`config.mk`:
```
export PLATFORM = sky130hd
export DESIGN_NAME = memory_write_flat
export DESIGN_NICKNAME = d
export VERILOG_FILES = /design/src/rtl/memory_write_pkg.sv /design/src/rtl/memory_write_if.sv /design/src/rtl/memory_write_fifo.sv /design/src/rtl/memory_write.sv /design/src/flat_wrapper.sv
export SDC_FILE = /design/constraint.sdc
export NUM_CORES = 1
export LEC_CHECK = 0
export ABC_AREA = 1
export BUFFER_PORTS_ARGS = -buffer_cell sky130_fd_sc_hd__buf_2
export CORE_MARGIN = 4
export CORE_UTILIZATION = 38
export DETAILED_ROUTE_END_ITERATION = 10
export HOLD_SLACK_MARGIN = 0.08
export MAX_ROUTING_LAYER = met4
export PLACE_DENSITY = 0.65
export SLEW_MARGIN = 20
export SYNTH_ARGS = -nofsm -noshare
export SYNTH_HDL_FRONTEND = slang
export SYNTH_SLANG_ARGS = --single-unit
```
`constraint.sdc`:
```
create_clock -name clk -period 4.2 [get_ports clk]
set_input_delay 1.05 -clock clk [delete_from_list [all_inputs] [get_ports clk]]
set_output_delay 1.05 -clock clk [all_outputs]
set_load 0.01 [all_outputs]
```
`src/rtl/memory_write_pkg.sv`:
```
// Shared types and constants for the CNN result write-back engine.
// The package is named cnn_mem_pkg so that memory_read can share the bank geometry.
package cnn_mem_pkg;

  // Number of interleaved image RAM banks, and the index bits that select a bank
  localparam int NUM_BANKS = 4;
  localparam int BANK_W    = 2;

  typedef enum logic [1:0] {
    IDLE,
    RUN,
    FLUSH,
    DONE
  } wb_state_t;

  // One-hot write enable for the bank that owns a given result index
  function automatic logic [NUM_BANKS-1:0] bankOneHot(input logic [BANK_W-1:0] bank);
    bankOneHot       = '0;
    bankOneHot[bank] = 1'b1;
  endfunction

endpackage

```
`src/rtl/memory_write_if.sv`:
```
// Result stream handshake from the MAC/SSFR stage into the write-back engine.
// The master drives valid/data; the slave (memory_write) drives ready.
interface memory_write_if #(
  parameter int DATA_W = 8
);

  logic              res_valid;
  logic [DATA_W-1:0] res_data;
  logic              res_ready;

  modport master (
    output res_valid,
    output res_data,
    input  res_ready
  );

  modport slave (
    input  res_valid,
    input  res_data,
    output res_ready
  );

endinterface

```
`src/rtl/memory_write_fifo.sv`:
```
// wb_fifo: small synchronous FIFO holding {result index, result data} entries
// while the read side owns the shared RAM port.
// Pointers carry one extra wrap bit so full and empty are distinguishable.
module wb_fifo #(
  parameter int DATA_W     = 24,
  parameter int FIFO_DEPTH = 4
) (
  input  logic              clk,
  input  logic              reset,
  input  logic              push_i,
  input  logic              pop_i,
  input  logic [DATA_W-1:0] din_i,
  output logic [DATA_W-1:0] dout_o,
  output logic              full_o,
  output logic              empty_o
);

  localparam int PTR_W = $clog2(FIFO_DEPTH);

  logic [DATA_W-1:0] mem_q [FIFO_DEPTH];
  logic [PTR_W:0]    wrPtr_q;
  logic [PTR_W:0]    rdPtr_q;
  logic              doPush;
  logic              doPop;

  assign empty_o = (wrPtr_q == rdPtr_q);
  assign full_o  = (wrPtr_q[PTR_W] != rdPtr_q[PTR_W]) &&
                   (wrPtr_q[PTR_W-1:0] == rdPtr_q[PTR_W-1:0]);
  assign doPush  = push_i && !full_o;
  assign doPop   = pop_i && !empty_o;
  assign dout_o  = mem_q[rdPtr_q[PTR_W-1:0]];

  // Pointer update; simultaneous push and pop leave occupancy unchanged
  always_ff @(posedge clk) begin
    if (reset) begin
      wrPtr_q <= '0;
      rdPtr_q <= '0;
    end else begin
      if (doPush) wrPtr_q <= wrPtr_q + (PTR_W+1)'(1);
      if (doPop)  rdPtr_q <= rdPtr_q + (PTR_W+1)'(1);
    end
  end

  // Entry storage; contents are only meaningful between the pointers, so no reset
  always_ff @(posedge clk) begin
    if (doPush) mem_q[wrPtr_q[PTR_W-1:0]] <= din_i;
  end

endmodule

```
`src/rtl/memory_write.sv`:
```
// memory_write: write-back engine storing the 8-bit CNN result stream into four
// interleaved image RAM banks. Result i lands in bank i%4 at base_addr + i/4.
// Optional feature: define MEM_WRITE_RELU_EN to clamp negative results to zero
// as they enter the FIFO; timing is identical with or without it.
module memory_write
  import cnn_mem_pkg::*;
#(
  parameter int ADDR_W     = 14,
  parameter int DATA_W     = 8,
  parameter int CNT_W      = 16,
  parameter int FIFO_DEPTH = 4
) (
  input  logic                 clk,
  input  logic                 reset,
  input  logic                 start_i,
  input  logic [ADDR_W-1:0]    base_addr_i,
  input  logic [CNT_W-1:0]     num_results_i,
  memory_write_if.slave        res_if,
  input  logic                 mem_busy_i,
  output logic [NUM_BANKS-1:0] wr_en_o,
  output logic [ADDR_W-1:0]    wr_addr_o,
  output logic [DATA_W-1:0]    wr_data_o,
  output logic                 busy_o,
  output logic                 done_o,
  output logic [CNT_W-1:0]     wr_count_o
);

  localparam int ENTRY_W = CNT_W + DATA_W;

  wb_state_t             state_q;
  logic [ADDR_W-1:0]     baseAddr_q;
  logic [CNT_W-1:0]      numResults_q;
  logic [CNT_W-1:0]      accepted_q;
  logic [CNT_W-1:0]      wrCount_q;
  logic [NUM_BANKS-1:0]  wrEn_q;
  logic [ADDR_W-1:0]     wrAddr_q;
  logic [DATA_W-1:0]     wrData_q;
  logic                  busy_q;
  logic                  done_q;

  logic                  resReady;
  logic                  push;
  logic                  pop;
  logic                  fifoFull;
  logic                  fifoEmpty;
  logic [DATA_W-1:0]     pushData;
  logic [ENTRY_W-1:0]    fifoDin;
  logic [ENTRY_W-1:0]    fifoDout;
  logic [CNT_W-1:0]      headIdx;
  logic [DATA_W-1:0]     headData;
  logic [NUM_BANKS-1:0]  wrEn_d;
  logic [ADDR_W-1:0]     wrAddr_d;

  // Ready depends on registers only, so a full FIFO refuses a beat even if it pops this cycle
  assign resReady         = (state_q == RUN) && !fifoFull && (accepted_q < numResults_q);
  assign res_if.res_ready = resReady;
  assign push             = res_if.res_valid && resReady;

  // Drain only while a layer is active and the read side has released the RAM port
  assign pop = busy_q && !fifoEmpty && !mem_busy_i;

`ifdef MEM_WRITE_RELU_EN
  assign pushData = res_if.res_data[DATA_W-1] ? '0 : res_if.res_data;
`else
  assign pushData = res_if.res_data;
`endif

  assign fifoDin  = {accepted_q, pushData};
  assign headIdx  = fifoDout[ENTRY_W-1:DATA_W];
  assign headData = fifoDout[DATA_W-1:0];

  // Bank select from the low index bits, row address from the rest; the sum wraps at ADDR_W
  assign wrEn_d   = bankOneHot(headIdx[BANK_W-1:0]);
  assign wrAddr_d = baseAddr_q + ADDR_W'(headIdx >> BANK_W);

  wb_fifo #(
    .DATA_W     (ENTRY_W),
    .FIFO_DEPTH (FIFO_DEPTH)
  ) u_fifo (
    .clk     (clk),
    .reset   (reset),
    .push_i  (push),
    .pop_i   (pop),
    .din_i   (fifoDin),
    .dout_o  (fifoDout),
    .full_o  (fifoFull),
    .empty_o (fifoEmpty)
  );

  // Layer control FSM plus the registered RAM write port and status outputs
  always_ff @(posedge clk) begin
    if (reset) begin
      state_q      <= IDLE;
      baseAddr_q   <= '0;
      numResults_q <= '0;
      accepted_q   <= '0;
      wrCount_q    <= '0;
      wrEn_q       <= '0;
      wrAddr_q     <= '0;
      wrData_q     <= '0;
      busy_q       <= 1'b0;
      done_q       <= 1'b0;
    end else begin
      done_q <= 1'b0;
      wrEn_q <= '0;

      if (pop) begin
        wrEn_q    <= wrEn_d;
        wrAddr_q  <= wrAddr_d;
        wrData_q  <= headData;
        wrCount_q <= wrCount_q + CNT_W'(1);
      end

      if (push) accepted_q <= accepted_q + CNT_W'(1);

      case (state_q)
        IDLE: begin
          if (start_i) begin
            baseAddr_q   <= base_addr_i;
            numResults_q <= num_results_i;
            accepted_q   <= '0;
            wrCount_q    <= '0;
            busy_q       <= 1'b1;
            state_q      <= RUN;
          end
        end
        RUN: begin
          if (accepted_q == numResults_q) state_q <= FLUSH;
        end
        FLUSH: begin
          // Empty here means the final pop has already produced its registered write
          if (fifoEmpty) begin
            busy_q  <= 1'b0;
            done_q  <= 1'b1;
            state_q <= DONE;
          end
        end
        DONE: begin
          state_q <= IDLE;
        end
        default: begin
          state_q <= IDLE;
        end
      endcase
    end
  end

  assign wr_en_o    = wrEn_q;
  assign wr_addr_o  = wrAddr_q;
  assign wr_data_o  = wrData_q;
  assign busy_o     = busy_q;
  assign done_o     = done_q;
  assign wr_count_o = wrCount_q;

endmodule

```
`src/flat_wrapper.sv`:
```
// flat-port wrapper written by rule: the top's interface ports become plain ports
module memory_write_flat import cnn_mem_pkg::*;
#(
  parameter int ADDR_W     = 14,
  parameter int DATA_W     = 8,
  parameter int CNT_W      = 16,
  parameter int FIFO_DEPTH = 4
)
  (clk, reset, start_i, base_addr_i, num_results_i, mem_busy_i, wr_en_o, wr_addr_o, wr_data_o, busy_o, done_o, wr_count_o, res_if_res_valid, res_if_res_data, res_if_res_ready);
  memory_write_if #(.DATA_W(DATA_W)) res_if_i ();
  input  logic clk;
  input  logic reset;
  input  logic start_i;
  input  logic [ADDR_W-1:0] base_addr_i;
  input  logic [CNT_W-1:0] num_results_i;
  input  logic mem_busy_i;
  output logic [NUM_BANKS-1:0] wr_en_o;
  output logic [ADDR_W-1:0] wr_addr_o;
  output logic [DATA_W-1:0] wr_data_o;
  output logic busy_o;
  output logic done_o;
  output logic [CNT_W-1:0] wr_count_o;
  input wire logic [$bits(res_if_i.res_valid)-1:0] res_if_res_valid;
  input wire logic [$bits(res_if_i.res_data)-1:0] res_if_res_data;
  output wire logic [$bits(res_if_i.res_ready)-1:0] res_if_res_ready;
  assign res_if_i.res_valid = res_if_res_valid;
  assign res_if_i.res_data = res_if_res_data;
  assign res_if_res_ready = res_if_i.res_ready;
  memory_write #(.ADDR_W(ADDR_W), .DATA_W(DATA_W), .CNT_W(CNT_W), .FIFO_DEPTH(FIFO_DEPTH)) u_core (.clk(clk), .reset(reset), .start_i(start_i), .base_addr_i(base_addr_i), .num_results_i(num_results_i), .res_if(res_if_i), .mem_busy_i(mem_busy_i), .wr_en_o(wr_en_o), .wr_addr_o(wr_addr_o), .wr_data_o(wr_data_o), .busy_o(busy_o), .done_o(done_o), .wr_count_o(wr_count_o));
endmodule
```
# After elaboration in Yosys (flattened, before gate mapping)
# Memories as Yosys holds them, arrays and structs flattened. A register that Yosys moved wholly into a read port is not among the register bits.
# Cells that the tools add are included.
[op_classes] n_reduce_logical=19 n_bitwise=2 n_eq_ne=10 muxes=20 magnitude_cmp=3 n_addsub=5
[ops] cell="$mux W16" n=6
[ops] cell="$add A16 B1 Y16 const B" n=2
[ops] cell="$eq A16 B16 Y1" n=1
[ops] cell="$lt A16 B16 Y1" n=1
[ops] cell="$add A14 B14 Y14" n=1
[ops] cell="$mux W2" n=5
[ops] cell="$logic_and A1 B1 Y1" n=9
[ops] cell="$pmux W2 S4" n=1
[ops] cell="$add A3 B1 Y3 const B" n=2
[ops] cell="$mux W1" n=6
[ops] cell="$reduce_and A3 Y1" n=2
[ops] cell="$eq A2 B2 Y1 const B" n=2
[ops] cell="$ne A2 B2 Y1 const B" n=2
[ops] cell="$reduce_or A2 Y1" n=2
[ops] cell="$eq A3 B3 Y1" n=1
[ops] cell="$logic_not A1 Y1" n=3
[ops] cell="$lt A2 B3 Y1 const B" n=1
[ops] cell="$demux W1 S2" n=1
[ops] cell="$eq A2 B1 Y1 const B" n=1
[ops] cell="$eq A2 B2 Y1" n=1
[ops] cell="$ge A2 B1 Y1 const B" n=1
[ops] cell="$logic_not A2 Y1" n=1
[ops] cell="$ne A2 B1 Y1 const B" n=1
[ops] cell="$not A1 Y1" n=2
[ops] cell="4 further kinds" n=4
[word_totals] register_bits=98 ram_bits=96 n_memories=1 inputBits=43 wordCells=72 out_inout_bits=45
[mem_list] memory="u_core.u_fifo.mem_q" depth=4 width=24 read_ports=1 rd_clocked_by_memory_dff=1 write_ports=1 line="memory_write_fifo.sv:20" rtl="logic [DATA_W-1:0] mem_q [FIFO_DEPTH];"

# Logic depth before layout (Yosys ltp)
# Gate-level depths: netlist (run 1).
[depth] depth_word=9 ltp_mapped=17 ltp_nobuf=15

# Hierarchy
# A second synthesis (run 1) with hierarchy kept.
[unflattened] cells_unflattened=1027 area_unflattened_um2=9093.7
[modules_own_cells] mod="memory_write" seq_area_each_um2=1841.8 cells_each=719 instances=1 area_per_inst_um2=5027.3
[modules_own_cells] mod="wb_fifo" seq_area_each_um2=3042.9 cells_each=308 instances=1 area_per_inst_um2=4066.4

# Least setup slack after synthesis (run 1)
# Ideal clock, no wire load.
[synth_path] path_kind="register to register" start="reg u_core.accepted_q[7]" end="mem u_core.u_fifo.mem_q[0][0], enable pin" setup_ns=0.405 t_arrival_ns=2.393 path_stages_with_launch=9 path_slack_ns=1.402 t_required_ns=3.795 n_path_buf=1 period_less_slack_ns=2.798 path_cell_list="dfxtp_1 -> ha_1 -> a21o_1 -> nor2_1 -> nand2_1 -> nand2_1 -> nand3_2 -> buf_4 -> nor2_1"
[synth_between] elab_chain_cells=6
[synth_lines] element="from (decl)" line="memory_write.sv:33" rtl="logic [CNT_W-1:0] accepted_q;"
[synth_lines] element="from (signal assigned)" line="memory_write.sv:114" rtl="if (push) accepted_q <= accepted_q + CNT_W'(1);"
[synth_lines] element="$lt A16 B16 Y1" line="memory_write.sv:55" rtl="assign resReady = (state_q == RUN) && !fifoFull && (accepted_q < numResults_q);"
[synth_lines] element="$logic_and A1 B1 Y1" line="memory_write.sv:55"
[synth_lines] element="$logic_and A1 B1 Y1" line="memory_write.sv:57" rtl="assign push = res_if.res_valid && resReady;"
[synth_lines] element="$logic_and A1 B1 Y1" line="memory_write_fifo.sv:29" rtl="assign doPush = push_i && !full_o;"
[synth_lines] element="$mux W1" line="memory_write_fifo.sv:46" rtl="if (doPush) mem_q[wrPtr_q[PTR_W-1:0]] <= din_i;"
[synth_lines] element="$mux W1 (implied by the code)" line="memory_write_fifo.sv:46"
[synth_lines] element="to (decl)" line="memory_write_fifo.sv:20"
# No other way between the ends.

# Worst setup path after layout (run 1)
[layout_path] start="reg u_core.accepted_q[13]" end="out res_if_res_ready"
[layout_between] elab_chain_cells=2
[layout_lines] element="$lt A16 B16 Y1" line="memory_write.sv:55"
[layout_lines] element="$logic_and A1 B1 Y1" line="memory_write.sv:55"
[layout_lines] element="to (decl)" line="flat_wrapper.sv:25" rtl="output wire logic [$bits(res_if_i.res_ready)-1:0] res_if_res_ready;"
# No other way between the ends.

==> results of run 1 <==
==> worst max-delay path: stages, from the launching register on <==
cell and delay (ns):
dfxtp_1 0.55, ha_1 0.32, nand2_1 0.08, a21oi_1 0.06, nor2_1 0.11, nand2_2 0.07
nor2_4 0.41, and2_1 0.22, buf_2 0.13
==> layout make-up <==
cell class | instances | share of cell area (%)
sequential | 196 | 46.7
timing repair buffer | 101 | 5.17
clock inverter | 15 | 1.78
inverter | 113 | 4.13
multi-input combinational | 681 | 34.3
clock buffer | 17 | 4.07
tap | 319 | 3.82
==> synthesized netlist by cell type (2+ instances only) <==
library cell / instances
buf_4: 4
o22ai_1: 12
a31oi_1: 10
nor2_2: 5
nand3_2: 2
inv_2: 6
nor2_1: 176
nand4_1: 31
buf_6: 3
nand2_2: 7
clkbuf_1: 24
ha_1: 40
a21oi_1: 64
o21ai_0: 98
nor3_2: 3
nand3_1: 34
xor2_1: 12
xnor2_1: 5
nor3_1: 9
and2_1: 2
o21ai_1: 5
buf_2: 8
o21bai_1: 2
a32oi_1: 3
nor2_4: 2
dfxtp_1: 100
inv_1: 105
edfxtp_1: 96
nand2_1: 149
==> report_power, final <==
group	leakage [nW]	switching, mW	internal, mW	total (mW)
Clock	0.297	0.830	0.812	1.64
Combinational	2.32	0.836	0.419	1.25
Sequential	1.71	0.0918	2.18	2.27
==> worst min path at each step <==
stage | endpoint | from | cells after the start | slack, ns
5_1_grt | u_core.numResults_q[11] | u_core.numResults_q[11] | 2 | 0.49
3_5_place_dp | u_core.numResults_q[3] | u_core.numResults_q[3] | 2 | 0.45
3_3_place_gp | u_core.numResults_q[3] | u_core.numResults_q[3] | 2 | 0.45
4_1_cts | u_core.numResults_q[3] | u_core.numResults_q[3] | 2 | 0.46
2_1_floorplan | u_core.numResults_q[10] | u_core.numResults_q[10] | 2 | 0.43
6_report | u_core.numResults_q[3] | u_core.numResults_q[3] | 2 | 0.45
==> registers in the layout, summed over array words and instances (netlist names), named ones only <==
name	cells
u_core.accepted_q	16
u_core.baseAddr_q	14
u_core.busy_o	1
u_core.done_o	1
u_core.numResults_q	16
u_core.state_q	2
u_core.u_fifo.mem_q	96
u_core.u_fifo.rdPtr_q	3
u_core.u_fifo.wrPtr_q	3
u_core.wr_addr_o	14
u_core.wr_count_o	16
u_core.wr_data_o	8
u_core.wr_en_o	4
==> stage by stage <==
stage	hold WS [ns]	instance area (µm²)	setup slack (ns)	power [mW]	util, %
CTS	0.461	10500	0.775	5.20	44.4
floorplan	0.433	9130	1.40	3.24	-
global placement	0.445	9840	1.26	3.54	41.8
detailed placement	0.450	9840	1.25	3.57	41.8
global route	0.491	10500	0.591	5.49	44.4
finish	0.454	10500	0.763	5.16	44.4
==> per-layer routing <==
metal	wire, µm	GRT usage, %	up-vias
met1	9980	22.2	3303
met4	233	4.04	0
met2	9940	26.8	176
met5	0	-	-
met3	1050	3.57	16
li1	-	-	3608
==> logic make-up (layout without fill, tap and decap cells) <==
| kind of cell | after synthesis | count (layout) | share of synthesized area, % |
|---|---|---|---|
| AND/OR/NAND/NOR | 426 | 426 | 20.4 |
| AO/OA/AOI/OAI | 196 | 196 | 11.3 |
| flip-flops | 196 | 196 | 53.5 |
| buffers and inverters | 155 | 246 | 7.28 |
| adder cells (fa/ha/maj) | 41 | 41 | 5.70 |
| XOR/XNOR | 18 | 18 | 1.81 |
==> impl_metrics.py, run 1 <==
metrics = {
    "global_routing": {
        "grt_max_degree": 51,
        "antenna_found_initial": 0,
        "grt_pass1_wl_mm": 34.5,
        "grt-ovfl-total": 0,
        "grt_usage_pct": 16.8,
        "grt_pass1_vias": 6779,
    },
    "timing": {
        "setup_viol": 0,
        "min_period_over_period_pct": 81.8,
        "slew_viol_final": 0,
        "tightestPinTransition_ns": 1.04,
        "hold_viol_final": 0,
        "finalCriticalPeriod_ns": 3.44,
        "rsz0062_at_grt": "false",
        "fin_skew_ns": 0.0181,
        "tns_ns": 0,
        "fmax_mhz": 291,
        "slew_headroom_pct": 30.4,
    },
    "drt": {
        "dr.first_iter.drc_count": 648,
        "routed_wl_mm": 21.2,
        "drt_drc_violations_left": 0,
        "ant_nets": 0,
        "avgRoutedWirePerCell_um": 14.7,
        "dr.pass1.iters": 5,
        "viasPerCell": 4.93,
        "vias": 7103,
    },
    "worst_setup_path": {
        "crit_type": "flop to primary output",
        "reg2reg_depth": 9,
        "crit_arrival_ns": 2.39,
        "rr_endpoint": "u_core.u_fifo.mem_q[0][20]",
        "path_max_fanout": 21,
        "crit_start": "u_core.accepted_q[13]",
        "crit_path_end": "res_if_res_ready",
        "endpoint_kind": "primary output",
        "reg2reg_slack_ns": 1.22,
        "crit_required_ns": 3.15,
        "rr_startpoint": "u_core.accepted_q[13]",
        "start_kind": "flop",
    },
    "cts": {
        "cts_tree": "done",
        "htreeDepth": 4,
        "cts_sinks": 196,
        "post_cts_buffers": 0,
        "clock_path_buffers": 2,
        "numCtsBuffers": 17,
        "clk_pin_slew_ns": 0.07,
        "cts-root-buf": "clkbuf_16",
        "ctsResizeCount": 0,
        "hold_buffers": 0,
        "clk-insertion-delay-late_ns": 0.45,
    },
    "layout": {
        "stdcell_count": 1442,
        "nets": 1194,
        "fillers": 2274,
        "diodes": 0,
        "area_growth_pct": 14.6,
        "layout.cells.most_common": "nor2_1",
        "final_layout_size_suffix_gt1_share_pct": 15.0,
        "multi_input_area_mm2": 0.00359,
        "regArea_mm2": 0.00488,
        "layout_common_cells": "172 x nor2_1, 149 x nand2_1, 105 x inv_1",
    },
    "run": {
        "cap_violations": 0,
    },
    "synth": {
        "ys_types": 44,
        "synth_top_area_cell": "edfxtp_1",
        "yosysTopAreaCellShare_pct": 31.6,
        "ys_warn_count": 0,
        "async_flop_share_pct": 0,
        "synth-seq-area-share_pct": 53.5,
        "postSynthRegisterBits": 196,
        "synth_cells": 1032,
        "syn_area_mm2": 0.00913,
        "synth_edf_count": 96,
        "synth_area_per_cell_um2": 8.84,
        "synth.area.top_cells": "edfxtp_1 32%, dfxtp_1 22%, nor2_1 7.2%",
        "synth-main-ff-cell": "dfxtp_1",
        "synthesis.nets": 1116,
    },
    "floorplan": {
        "ios": 88,
        "die_w_um": 163,
        "start_util_pct": 38.8,
        "core_region_area_mm2": 0.0235,
        "die_h_um": 163,
        "num_rows": 56,
        "die_area_mm2": 0.0266,
    },
    "placement": {
        "portBuffers": 87,
        "gp_congestion": 0.892,
        "dp.cells": 1410,
        "hpwl_mm": 14.8,
    },
    "power": {
        "peakVddDrop_uv": 223,
        "p_leak_nw": 4.33,
        "power_density_mw_per_mm2": 494,
    },
    "hold_path": {
        "hold_class": "flop to flop",
    },
    "outcome": {
        "status": "complete, no violations",
    },
}
Note: power is estimated with default switching activity, not from simulation.
==> run 2: changes to the inputs <==
- ABC_AREA: 1 -> 0
- PLACE_DENSITY: 0.65 -> 0.66
- clock period: 4.2 -> 3.5 ns (I/O delays scaled with it)
==> run 2 against run 1 <==
- clock power is 18% higher
- wire length is 12% lower
- critical endpoint unchanged
- via count is 19% lower
- clock skew is 0.0060 ns lower
- utilization is 0.54 points higher
- critical path depth is 1 lower
- area after synthesis is 7.4% lower
- non-clock buffer count is 3 higher
- register-to-register slack worse by 0.85 ns
- global-route usage is 1.2 points lower
- final cell count is 23% lower
- hold slack worse by 0.0040 ns
==> impl_metrics.py, run 2 <==
metrics = {
    "cts": {
        "htreeDepth": 4,
        "cts_sinks": 196,
        "post_cts_buffers": 0,
        "cts_tree": "done",
        "clock_path_buffers": 2,
        "numCtsBuffers": 17,
        "ctsResizeCount": 0,
        "clk-insertion-delay-late_ns": 0.42,
        "hold_buffers": 0,
        "clk_pin_slew_ns": 0.07,
        "cts-root-buf": "clkbuf_16",
    },
    "layout": {
        "layout_common_cells": "107 x nand2_1, 100 x dfxtp_1, 96 x edfxtp_1",
        "final_layout_size_suffix_gt1_share_pct": 20.0,
        "area_growth_pct": 16.1,
        "stdcell_area_mm2": 0.00981,
        "layout.cells.most_common": "nand2_1",
        "largest_register_ffs": 96,
        "utilization_pct": 45.0,
        "stdcell_count": 1107,
        "diodes": 0,
        "fillers": 2038,
        "nets": 898,
    },
    "worst_setup_path": {
        "rr_endpoint": "u_core.wr_addr_o[13]",
        "crit_required_ns": 2.62,
        "slowest_stage": "dfxtp_1",
        "endpoint_kind": "primary output",
        "path_max_fanout": 11,
        "max_stage_delay_ns": 0.56,
        "crit_arrival_ns": 2.39,
        "crit_start": "u_core.accepted_q[7]",
        "reg2reg_depth": 9,
        "reg2reg_slack_ns": 0.37,
        "start_kind": "flop",
        "crit_type": "flop to primary output",
        "cp_cell_sequence": "ha_1 > and2_1 > a221oi_2 > o221a_2 > nand2_1 > nor2_1 > buf_2",
    },
    "synth": {
        "synth.area.top_cells": "edfxtp_1 34%, dfxtp_1 24%, mux4_2 6.4%",
        "async_flop_share_pct": 0,
        "ys_types": 53,
        "synthesis.nets": 809,
        "yosysMostFrequentCell": "nand2_1",
        "ys_warn_count": 0,
        "synth-seq-area-share_pct": 57.8,
        "synth_top_area_cell": "edfxtp_1",
        "synth-main-ff-cell": "dfxtp_1",
        "yosysTopAreaCellShare_pct": 34.1,
        "ys_top_cells_by_count": "107 x nand2_1, 100 x dfxtp_1, 96 x edfxtp_1, 75 x a21oi_1, 40 x ha_1",
        "synth_area_per_cell_um2": 11.7,
        "syn_area_mm2": 0.00845,
        "synth_edf_count": 96,
        "postSynthRegisterBits": 196,
        "synth_cells": 725,
    },
    "timing": {
        "layout_setup_ws_ns": 0.234,
        "min_period_over_period_pct": 93.3,
        "rsz0062_at_grt": "false",
        "slew_headroom_pct": 56.2,
        "hold_viol_final": 0,
        "fin_skew_ns": 0.0122,
        "fmax_mhz": 306,
        "tns_ns": 0,
        "slew_viol_final": 0,
        "tightestPinTransition_ns": 0.656,
        "setup_viol": 0,
        "finalCriticalPeriod_ns": 3.27,
        "holdWs_ns": 0.450,
    },
    "hold_path": {
        "holdPathEnd": "u_core.wr_addr_o[9]",
        "hold_class": "flop to flop",
        "hold_depth": 2,
        "min-delay-start": "u_core.wr_addr_o[9]",
    },
    "global_routing": {
        "grt_max_degree": 35,
        "grt_usage_pct": 15.6,
        "grt_pass1_vias": 5537,
        "antenna_found_initial": 0,
        "grt-ovfl-total": 0,
        "grt_pass1_wl_mm": 29.1,
    },
    "placement": {
        "gp_congestion": 0.839,
        "place_ws_ns": 0.461,
        "placed_cell_area_mm2": 0.00921,
        "portBuffers": 87,
        "hpwl_mm": 12.8,
        "dp.cells": 1075,
    },
    "drt": {
        "dr.first_iter.drc_count": 411,
        "avgRoutedWirePerCell_um": 16.8,
        "vias": 5750,
        "ant_nets": 0,
        "drt_drc_violations_left": 0,
        "dr.pass1.iters": 4,
        "viasPerCell": 5.19,
        "routed_wl_mm": 18.6,
    },
    "power": {
        "swShare_pct": 28.4,
        "power_density_mw_per_mm2": 600,
        "p_int_mw": 4.21,
        "pwr-share-clk_pct": 32.7,
        "combPwrFrac_pct": 21.8,
        "p_leak_nw": 3.74,
        "finalPower_mw": 5.88,
        "power_switching_mw": 1.67,
        "seqPwrFrac_pct": 45.4,
        "peakVddDrop_uv": 328,
    },
    "run": {
        "cap_violations": 0,
    },
    "floorplan": {
        "die_w_um": 157,
        "die_h_um": 157,
        "core_region_area_mm2": 0.0218,
        "start_util_pct": 38.7,
        "ios": 88,
        "die_area_mm2": 0.0247,
        "num_rows": 54,
    },
    "outcome": {
        "status": "complete, no violations",
    },
}
## run 2: kinds of logic (layout without fill, tap and decap cells)
family / Yosys count / count (layout) / share of synthesized area (%)
mux: 27 / 27 / 6.75
flops: 196 / 196 / 57.8
fa+ha+maj: 41 / 41 / 6.16
simple gates: 238 / 238 / 13.5
compound gates: 133 / 133 / 9.77
buf+inv: 63 / 165 / 3.14
xor+xnor: 27 / 27 / 2.89
## run 2: per-layer routing
metal | GRT usage, % | part of all wire, %
met2 | 26.0 | 50
met5 | - | 0
met4 | 4.59 | 1.7
met1 | 19.6 | 44
met3 | 2.80 | 3.7
## run 2: area by class of cell
| cell class | count | area, µm² | share of cell area (%) |
|---|---|---|---|
| Sequential cell | 196 | 4880 | 49.8 |
| Multi-Input combinational cell | 466 | 3300 | 33.7 |
| Clock buffer | 26 | 564 | 5.75 |
| Timing Repair Buffer | 104 | 563 | 5.74 |
| Tap cell | 280 | 350 | 3.57 |
| Inverter | 29 | 109 | 1.11 |
| Clock inverter | 6 | 35.0 | 0.357 |
## run 2: critical path, delay by kind of cell, from the launching register on
family,cells,cell delay [ns]
AND/OR/NAND/NOR,3,0.41
buffers and inverters,1,0.17
AO/OA/AOI/OAI,2,0.50
adder cells (fa/ha/maj),1,0.33
flip-flops,1,0.56
## run 2: worst max-delay path by stage
stage                            to  slack [ns]  cells after the start
2_1_floorplan  u_core.wr_addr_o[10]        0.24                     13
3_3_place_gp   u_core.wr_addr_o[13]        0.54                      9
3_5_place_dp   u_core.wr_addr_o[13]        0.46                      9
4_1_cts            res_if_res_ready        0.21                      7
5_1_grt            res_if_res_ready        0.07                      7
6_report           res_if_res_ready        0.23                      7
## run 2: power by group through the flow
stage          Sequential (mW)  Combinational (mW)  Clock [mW]
2_1_floorplan             2.70               0.954           0
3_3_place_gp              2.72                1.26           0
3_5_place_dp              2.72                1.28           0
4_1_cts                   2.67                1.29        1.97
5_1_grt                   2.69                1.44        2.08
6_report                  2.67                1.28        1.93
==> run 3: changes to the inputs <==
- ABC_AREA: 0 -> 1
- CORE_MARGIN: 4 -> 3
- PLACE_DENSITY: 0.66 -> 0.65
==> run 3 against run 2 <==
- design area is 6.8% higher
- clock-buffer cell count is 9 lower
- largest cell class unchanged
- register-to-register slack better by 0.47 ns
- maximum frequency is 7.4% higher
- global-route usage is 1.3 points higher
- wire length is 11% higher
- power is 5.1% higher
- utilization is 0.45 points lower
- first-iteration DRC count is 35% higher
- final cell count is 31% higher
- hold slack better by 0.016 ns
- critical path type unchanged
==> impl_metrics.py, run 3 (synthesis results as in run 1) <==
metrics = {
    "drt": {
        "ant_nets": 0,
        "avgRoutedWirePerCell_um": 14.3,
        "routed_wl_mm": 20.6,
        "vias": 6966,
        "drt_drc_violations_left": 0,
        "viasPerCell": 4.82,
        "dr.pass1.iters": 5,
        "dr.first_iter.drc_count": 556,
    },
    "cts": {
        "ctsResizeCount": 0,
        "post_cts_buffers": 0,
        "clk_pin_slew_ns": 0.08,
        "numCtsBuffers": 17,
        "cts_tree": "done",
        "clk-insertion-delay-late_ns": 0.43,
        "hold_buffers": 0,
        "htreeDepth": 4,
        "cts-root-buf": "clkbuf_16",
        "cts_sinks": 196,
        "clock_path_buffers": 2,
    },
    "timing": {
        "slew_headroom_pct": 42.0,
        "setup_viol": 0,
        "hold_viol_final": 0,
        "min_period_over_period_pct": 86.9,
        "tns_ns": 0,
        "finalCriticalPeriod_ns": 3.04,
        "tightestPinTransition_ns": 0.869,
        "fin_skew_ns": 0.0122,
        "layout_setup_ws_ns": 0.458,
        "slew_viol_final": 0,
        "rsz0062_at_grt": "false",
        "fmax_mhz": 329,
    },
    "power": {
        "power_density_mw_per_mm2": 590,
        "finalPower_mw": 6.18,
        "peakVddDrop_uv": 313,
        "p_leak_nw": 4.35,
    },
    "global_routing": {
        "grt_pass1_wl_mm": 34.0,
        "antenna_found_initial": 0,
        "grt_pass1_vias": 6672,
        "grt_usage_pct": 16.9,
        "grt_max_degree": 51,
        "grt-ovfl-total": 0,
    },
    "layout": {
        "nets": 1198,
        "area_growth_pct": 14.8,
        "layout_common_cells": "172 x nor2_1, 149 x nand2_1, 105 x inv_1",
        "layout.cells.most_common": "nor2_1",
        "stdcell_area_mm2": 0.0105,
        "diodes": 0,
        "final_layout_size_suffix_gt1_share_pct": 15.4,
        "largest_register_ffs": 96,
    },
    "floorplan": {
        "ios": 88,
        "die_h_um": 161,
        "die_area_mm2": 0.0259,
        "start_util_pct": 38.8,
        "die_w_um": 161,
        "core_region_area_mm2": 0.0235,
        "num_rows": 56,
    },
    "hold_path": {
        "holdPathEnd": "u_core.numResults_q[10]",
        "hold_class": "flop to flop",
        "hold_depth": 2,
        "min-delay-start": "u_core.numResults_q[10]",
    },
    "worst_setup_path": {
        "crit_start": "u_core.accepted_q[0]",
        "path_delay_family": "simple AND/OR/NAND/NOR gates",
        "start_kind": "flop",
        "path_max_fanout": 9,
        "crit_arrival_ns": 2.17,
        "crit_type": "flop to primary output",
        "max_stage_delay_ns": 0.53,
        "rr_endpoint": "u_core.wr_addr_o[10]",
        "endpoint_kind": "primary output",
        "reg2reg_depth": 15,
        "crit_required_ns": 2.62,
        "cp_common_cell": "nand2_1",
        "cp_cell_sequence": "inv_1 > ha_1 > inv_1 > nand2_1 > nand2_1 > nand2_1 > nand2_1 > nand2_1 > nand2_1 > nand2_1 > and2_1 > buf_2",
        "path_buf_inv": 3,
        "reg2reg_slack_ns": 0.84,
        "slowest_stage": "dfxtp_1",
    },
    "placement": {
        "gp_congestion": 0.887,
        "place_ws_ns": 0.838,
        "hpwl_mm": 14.6,
        "portBuffers": 87,
        "placed_cell_area_mm2": 0.00989,
    },
    "run": {
        "cap_violations": 0,
    },
    "outcome": {
        "status": "complete, no violations",
    },
}
## run 3: cell count changes in the layout (fill, tap and decap cells not counted), sizes merged, moves of 11 or more
cell   previous run  this run
mux4             24         0
inv              30       119
o21ai            14       103
a21oi            75        64
nand2           107       158
o22ai             0        12
nand3            15        37
nand4            14        31
nor2             39       183
## run 3: power by group
part	switching, mW	internal (mW)	total, mW
clock network	0.914	1.02	1.93
logic	1.02	0.517	1.53
registers	0.107	2.61	2.72
## run 3: final cells by class
class	count	area, µm²
sequential	196	4880
tap	319	399
timing repair buffer	105	583
fill	2364	13100
clock buffer	17	425
clock inverter	15	165
multi-input combinational	681	3590
inverter	113	432
## run 3: worst min-delay path, cell delays in order, from the launching register on
cell,delay [ns]
dfxtp_1,0.30
inv_1,0.07
a21oi_1,0.06
## run 3: metrics by stage
stage          instances  hold slack [ns]  utilization (%)
2_1_floorplan       1032            0.433                -
3_3_place_gp        1414            0.450             42.0
3_5_place_dp        1414            0.459             42.0
4_1_cts             1446            0.469             44.5
5_1_grt             1446            0.493             44.5
6_report            1446            0.466             44.5
## run 3: worst max-delay path by stage
| stage | endpoint | slack, ns | cells past startpoint |
|---|---|---|---|
| after floorplan | u_core.u_fifo.mem_q[0][0] | 0.70 | 8 |
| after global placement | u_core.baseAddr_q[1] | 0.88 | 4 |
| after detailed placement | u_core.wr_addr_o[10] | 0.84 | 15 |
| after CTS | res_if_res_ready | 0.42 | 8 |
| after global routing | res_if_res_ready | 0.24 | 10 |
| final | res_if_res_ready | 0.46 | 12 |
## run 3: metal layers
metal | vias up | global-route usage, % | share of wire, %
met5 | - | - | 0
met4 | 0 | 5.12 | 1.7
met3 | 23 | 3.39 | 5.1
met2 | 162 | 26.3 | 46
met1 | 3168 | 22.5 | 47
li1 | 3613 | - | -
